`src/rtl/ibex_fetch_pkg.sv`:
```
// Shared types and constants for the instruction fetch request sequencer.
package ibex_fetch_pkg;

    typedef enum logic [0:0] {
        IDLE,
        WAIT_GNT
    } fetch_req_state_e;

    localparam logic [31:0] FETCH_WORD_MASK = 32'hFFFF_FFFC;

    // Force an address onto a word boundary.
    function automatic logic [31:0] fetch_word_align(input logic [31:0] addr);
        return addr & FETCH_WORD_MASK;
    endfunction

endpackage

```
`src/rtl/ibex_fetch_outstanding_tracker.sv`:
```
// Tracks in-flight bus requests as a thermometer code (LSB = oldest) plus a
// parallel discard vector marking responses that must not reach the FIFO.
module ibex_fetch_outstanding_tracker #(
    parameter int unsigned NUM_REQS = 2
) (
    input  logic                clk_i,
    input  logic                rst_ni,
    input  logic                grant_i,
    input  logic                rvalid_i,
    input  logic                branch_i,
    input  logic                grant_stale_i,
    output logic [NUM_REQS-1:0] outstanding_o,
    output logic [NUM_REQS-1:0] discard_o
);

    localparam logic [NUM_REQS-1:0] ONE = {{(NUM_REQS-1){1'b0}}, 1'b1};

    logic [NUM_REQS-1:0] outstanding_q, outstanding_d;
    logic [NUM_REQS-1:0] discard_q, discard_d;
    logic [NUM_REQS-1:0] new_slot;
    logic [NUM_REQS-1:0] out_g, disc_g;
    logic                pop;

    // Next state: apply branch marking and grant first, then retire the oldest slot.
    always_comb begin
        pop      = rvalid_i & outstanding_q[0];
        // First empty slot above the filled thermometer region.
        new_slot = ~outstanding_q & ((outstanding_q << 1) | ONE);
        out_g    = outstanding_q;
        disc_g   = discard_q;
        if (branch_i) begin
            disc_g = disc_g | outstanding_q;
        end
        if (grant_i) begin
            out_g = outstanding_q | new_slot;
            if (grant_stale_i) begin
                disc_g = disc_g | new_slot;
            end
        end
        outstanding_d = pop ? (out_g >> 1) : out_g;
        discard_d     = pop ? (disc_g >> 1) : disc_g;
    end

    // State registers.
    always_ff @(posedge clk_i or negedge rst_ni) begin
        if (!rst_ni) begin
            outstanding_q <= '0;
            discard_q     <= '0;
        end else begin
            outstanding_q <= outstanding_d;
            discard_q     <= discard_d;
        end
    end

    assign outstanding_o = outstanding_q;
    assign discard_o     = discard_q;

endmodule

```
`src/rtl/ibex_fetch_req_ctrl.sv`:
```
// Instruction-side bus request sequencer feeding the fetch FIFO.
// Optional: define IBEX_FETCH_ERR_STOP_EN to halt fetching after an error
// response until the next branch.
module ibex_fetch_req_ctrl
    import ibex_fetch_pkg::*;
#(
    parameter int unsigned NUM_REQS = 2
) (
    input  logic                clk_i,
    input  logic                rst_ni,
    input  logic                req_i,
    input  logic                branch_i,
    input  logic [31:0]         branch_addr_i,
    input  logic [NUM_REQS-1:0] fifo_busy_i,
    output logic                fifo_clear_o,
    output logic                fifo_valid_o,
    output logic [31:0]         fifo_addr_o,
    output logic [31:0]         fifo_rdata_o,
    output logic                fifo_err_o,
    output logic                instr_req_o,
    input  logic                instr_gnt_i,
    output logic [31:0]         instr_addr_o,
    input  logic                instr_rvalid_i,
    input  logic [31:0]         instr_rdata_i,
    input  logic                instr_err_i,
    output logic                busy_o
);

    fetch_req_state_e    state_q, state_d;
    logic [31:0]         fetch_addr_q, fetch_addr_d;
    logic [31:0]         branch_target;
    logic [NUM_REQS-1:0] outstanding;
    logic [NUM_REQS-1:0] discard;
    logic [NUM_REQS-1:0] occ;
    logic                can_issue;
    logic                grant;
    logic                grant_stale;
    logic                err_stop;
    logic                unused_discard;

    assign fifo_clear_o = branch_i;
    assign fifo_addr_o  = branch_addr_i;
    assign fifo_rdata_o = instr_rdata_i;
    assign fifo_err_o   = instr_err_i;

    assign branch_target = fetch_word_align(branch_addr_i);
    assign instr_addr_o  = branch_i ? branch_target : fetch_addr_q;

    assign occ       = fifo_busy_i | outstanding;
    assign can_issue = req_i & ~(&occ) & ~outstanding[NUM_REQS-1];
    assign grant     = instr_req_o & instr_gnt_i;
    // The bus address always follows a same-cycle branch, so a grant only
    // carries a stale address if that ever stops holding.
    assign grant_stale = branch_i & (instr_addr_o != branch_target);

    assign fifo_valid_o = instr_rvalid_i & outstanding[0] & ~discard[0] & ~branch_i;
    assign busy_o       = instr_req_o | (|outstanding);

    // Only the oldest discard bit decides a push; younger bits shift down into it.
    assign unused_discard = ^discard[NUM_REQS-1:1];

    ibex_fetch_outstanding_tracker #(
        .NUM_REQS (NUM_REQS)
    ) u_tracker (
        .clk_i         (clk_i),
        .rst_ni        (rst_ni),
        .grant_i       (grant),
        .rvalid_i      (instr_rvalid_i),
        .branch_i      (branch_i),
        .grant_stale_i (grant_stale),
        .outstanding_o (outstanding),
        .discard_o     (discard)
    );

`ifdef IBEX_FETCH_ERR_STOP_EN
    logic err_stop_q, err_stop_d;

    // Latch an error on a pushed response; a redirect restarts fetching.
    always_comb begin
        err_stop_d = err_stop_q;
        if (branch_i) begin
            err_stop_d = 1'b0;
        end else if (fifo_valid_o && instr_err_i) begin
            err_stop_d = 1'b1;
        end
    end

    // Error-stop register.
    always_ff @(posedge clk_i or negedge rst_ni) begin
        if (!rst_ni) begin
            err_stop_q <= 1'b0;
        end else begin
            err_stop_q <= err_stop_d;
        end
    end

    assign err_stop = err_stop_q;
`else
    assign err_stop = 1'b0;
`endif

    // Request FSM and fetch address next state.
    always_comb begin
        state_d      = state_q;
        instr_req_o  = 1'b0;
        fetch_addr_d = fetch_addr_q;
        unique case (state_q)
            IDLE: begin
                // A branch empties the FIFO, so only a free outstanding slot matters.
                instr_req_o = (can_issue & ~err_stop) |
                              (branch_i & req_i & ~outstanding[NUM_REQS-1]);
                if (instr_req_o && !instr_gnt_i) begin
                    state_d = WAIT_GNT;
                end
            end
            WAIT_GNT: begin
                instr_req_o = 1'b1;
                if (instr_gnt_i) begin
                    state_d = IDLE;
                end
            end
            default: state_d = IDLE;
        endcase
        if (grant) begin
            fetch_addr_d = fetch_word_align(instr_addr_o + 32'd4);
        end else if (branch_i) begin
            fetch_addr_d = branch_target;
        end
    end

    // State registers.
    always_ff @(posedge clk_i or negedge rst_ni) begin
        if (!rst_ni) begin
            state_q      <= IDLE;
            fetch_addr_q <= 32'h0;
        end else begin
            state_q      <= state_d;
            fetch_addr_q <= fetch_addr_d;
        end
    end

`ifdef INC_ASSERT
    // Responses without a matching request are dropped; flag them when checking.
    assert property (@(posedge clk_i) disable iff (!rst_ni) instr_rvalid_i |-> outstanding[0]);
`endif

endmodule
```
`config.mk`:
```
export PLATFORM = sky130hd
export DESIGN_NAME = ibex_fetch_req_ctrl
export DESIGN_NICKNAME = d
export VERILOG_FILES = /design/src/rtl/ibex_fetch_pkg.sv /design/src/rtl/ibex_fetch_outstanding_tracker.sv /design/src/rtl/ibex_fetch_req_ctrl.sv
export SDC_FILE = /design/constraint.sdc
export NUM_CORES = 1
export LEC_CHECK = 0
export BUFFER_PORTS_ARGS = -buffer_cell sky130_fd_sc_hd__buf_2
export CAP_MARGIN = 0
export CORE_ASPECT_RATIO = 1.1
export CORE_MARGIN = 3
export CORE_UTILIZATION = 47
export CTS_CLUSTER_SIZE = 40
export DETAILED_ROUTE_END_ITERATION = 10
export PLACE_DENSITY = 0.94
export SYNTH_ARGS = -nofsm -noshare
export SYNTH_HDL_FRONTEND = slang
export SYNTH_SLANG_ARGS = --single-unit
```
`constraint.sdc`:
```
create_clock -name clk_i -period 4.6 [get_ports clk_i]
set_input_delay 0.92 -clock clk_i [delete_from_list [all_inputs] [get_ports clk_i]]
set_output_delay 0.92 -clock clk_i [all_outputs]
set_load 0.03 [all_outputs]
```
==> summary.txt <==
Pwr
  – Leakage Power: 1.38 nW
  – Max VDD drop: 283 uV
  – Pwr/cell area: 370 nW/um2

GRT
  – GRT Overall Usage: 16.7%
  – Global-route wire length before repair: 9.18 mm
  – Vias in the first global route: 2026
  – Total grt overflow: 0
  – Largest net degree at the start of global routing: 38
  – Initial antenna violation count: 0

Finish
  – Final nets: 397
  – Layout cells sized above 1: 44.8%
  – Antenna cells: 0
  – Layout area overhead: 6.95%
  – Fin cells: 399

Floorplan
  – Die W: 79 um
  – # IOs: 174
  – Starting density of the core: 49.8%
  – Die height: 86.3 um
  – Die area: 6820 um2
  – Num rows: 28
  – Core ar.: 5540 um2

Logic synthesis
  – Post-synth top cells: buf_4, dfrtp_1, mux2_2, nand2_1, inv_1
  – Synth Flop Type: dfrtp_1
  – Synthesized area per cell: 9.67 um2
  – Top-area cell type share of the netlist area: 33.6%
  – Mapped cell area: 2760 um2
  – Async S/R FF share, synth: 100%
  – Yosys warnings: 0
  – Register area share after synthesis: 33.6%
  – FF+latch count, synth: 37
  – Syn_nets: 359
  – EDFF count, synth: 0
  – Synth cell types: 37
  – Mapped Cells: 285
  – Count leader, synth: buf_4
  – Synth area leader: dfrtp_1
  – Top cells by area, synth: dfrtp_1, buf_4, mux2_2, xnor2_1, xor2_1

Routing
  – Routed Antenna Nets: 0
  – Wire per inst: 14.8 um
  – Drt initial violations: 75
  – Drt pass-1 iters: 4
  – Via/cell ratio: 5.17
  – DRC: 0
  – Detailed-route via count: 2062
  – Final WL: 5.90 mm

Placed design
  – Port bufs: 103
  – Global placer's final weighted congestion: 0.810
  – Placed Cells: 391
  – Hpwl dp: 4.52 mm

Clocking
  – CTS max path bufs: 2
  – Clock-pin slew on the worst setup and hold paths: 70 ps
  – Clock sink count: 37
  – CTS tree: built
  – Post-CTS resize count: 0
  – CTS Buf Count: 5
  – CTS Hold Bufs: 0
  – Worst skew pair latency: 290 ps
  – Htree depth: 2
  – Post-CTS Setup Inserts: 0
  – CTS root buf: clkbuf_8

STA
  – Fin crit period: 3500 ps
  – Clock skew: 7.73 ps
  – Slew @ Worst Pin: 868 ps
  – Fmax: 286 MHz
  – # setup viols final: 0
  – Min Hold Slack: 569 ps
  – Final hold vios: 0
  – RSZ-0062 raised after global routing: no
  – Max Slew Vio Count: 0
  – Final worst path period share: 76.0%
  – Setup TNS: 0 ps
  – Slew Limit Headroom: 42.2%

Worst setup path
  – Crit path arrival time: 2580 ps
  – Critical path endpoint category: output port
  – Setup CP Type: primary input to output port
  – Critical Path Fanout Max: 31
  – Worst path required time: 3680 ps
  – Worst setup SP type: primary input

Hold path
  – HP Class: flip-flop to flip-flop

Run
  – Max_cap viols: 0

Status
  – Run status: finished, final reports clean
metrics by stage:
step                cell area (um2)  util (%)  total power, mW  setup WS (ps)
floorplan                      2760         -            0.764           1420
global placement               2830      51.1            0.792           1180
detailed placement             2830      51.1            0.804           1140
CTS                            2950      53.2             1.10           1130
global route                   2950      53.2             1.15           1000
finish                         2950      53.2             1.09           1100
cells in the final DEF, fill, tap and decap left out, types with 2 or more instances in the layout:
cell and instances:
a211oi_1 2, a21o_1 2, a21oi_1 10, a22oi_2 2, a31oi_1 2, and2_1 3
and3_1 2, buf_2 103, clkbuf_8 6, dfrtp_1 37, inv_1 15, mux2_2 23
mux2i_1 8, nand2_1 16, nand3_1 13, nand3b_1 3, nand4_1 7, nand4b_1 4
nor2_1 3, nor2b_1 2, nor3_1 13, nor4_2 2, nor4b_2 2, o21ai_0 4
xnor2_1 14, xor2_1 14
power by group:
group	internal, mW	switching [mW]
Sequential	0.380	0.0368
Combinational	0.128	0.250
Clock	0.177	0.116
critical path: stages:
cell	delay, ps
buf_2	460
buf_4	430
mux2i_1	490
inv_1	70
buf_2	190
cells by family after synthesis:
kind of cell               Yosys count  synth area share [%]
DFF                                 37                  33.6
muxes                               31                  12.3
adders and majority gates            1                 0.454
AOI/OAI and AO/OA                   28                  7.45
buffers and inverters               88                  21.7
xor gates and xnor gates            28                  8.90
and+or+nand+nor                     72                  15.6
state kept, by name, summed over array words and instances (netlist names):
register                 count
fetch_addr_q                32
state_q                      1
u_tracker.outstanding_o      2
u_tracker.discard_o          2
per-layer routing:
metal	GRT usage [%]	vias up	share of wire, %
met1	19.2	961	38
met3	3.53	22	8.8
met2	30.3	92	51
met5	0	-	0
met4	6.56	0	1.6
li1	-	987	-
cell type report:
| type | count | area (um2) |
|---|---|---|
| fill | 521 | 2590 |
| multi-input combinational | 160 | 1230 |
| sequential | 37 | 926 |
| timing repair buffer | 104 | 523 |
| tap | 75 | 93.8 |
| clock buffer | 7 | 86.3 |
| inverter | 15 | 56.3 |
| clock inverter | 1 | 30.0 |
final timing paths:
path,from,end,slack (ps),cells after the start
hold / removal,u_tracker.discard_o[1]$_DFF_PN0_,u_tracker.discard_o[1]$_DFF_PN0_,570,2
hold reg to reg,u_tracker.discard_o[1]$_DFF_PN0_,u_tracker.discard_o[1]$_DFF_PN0_,570,2
setup / recovery,branch_i,instr_addr_o[12],1100,5
min in group asynchronous,rst_ni,fetch_addr_q[4]$_DFF_PN0_,740,1
max in group asynchronous,rst_ni,fetch_addr_q[20]$_DFF_PN0_,3320,1
setup reg to reg,u_tracker.outstanding_o[0]$_DFFE_PN0P_,fetch_addr_q[22]$_DFF_PN0_,2700,5
(Power assumes the default switching activity.)
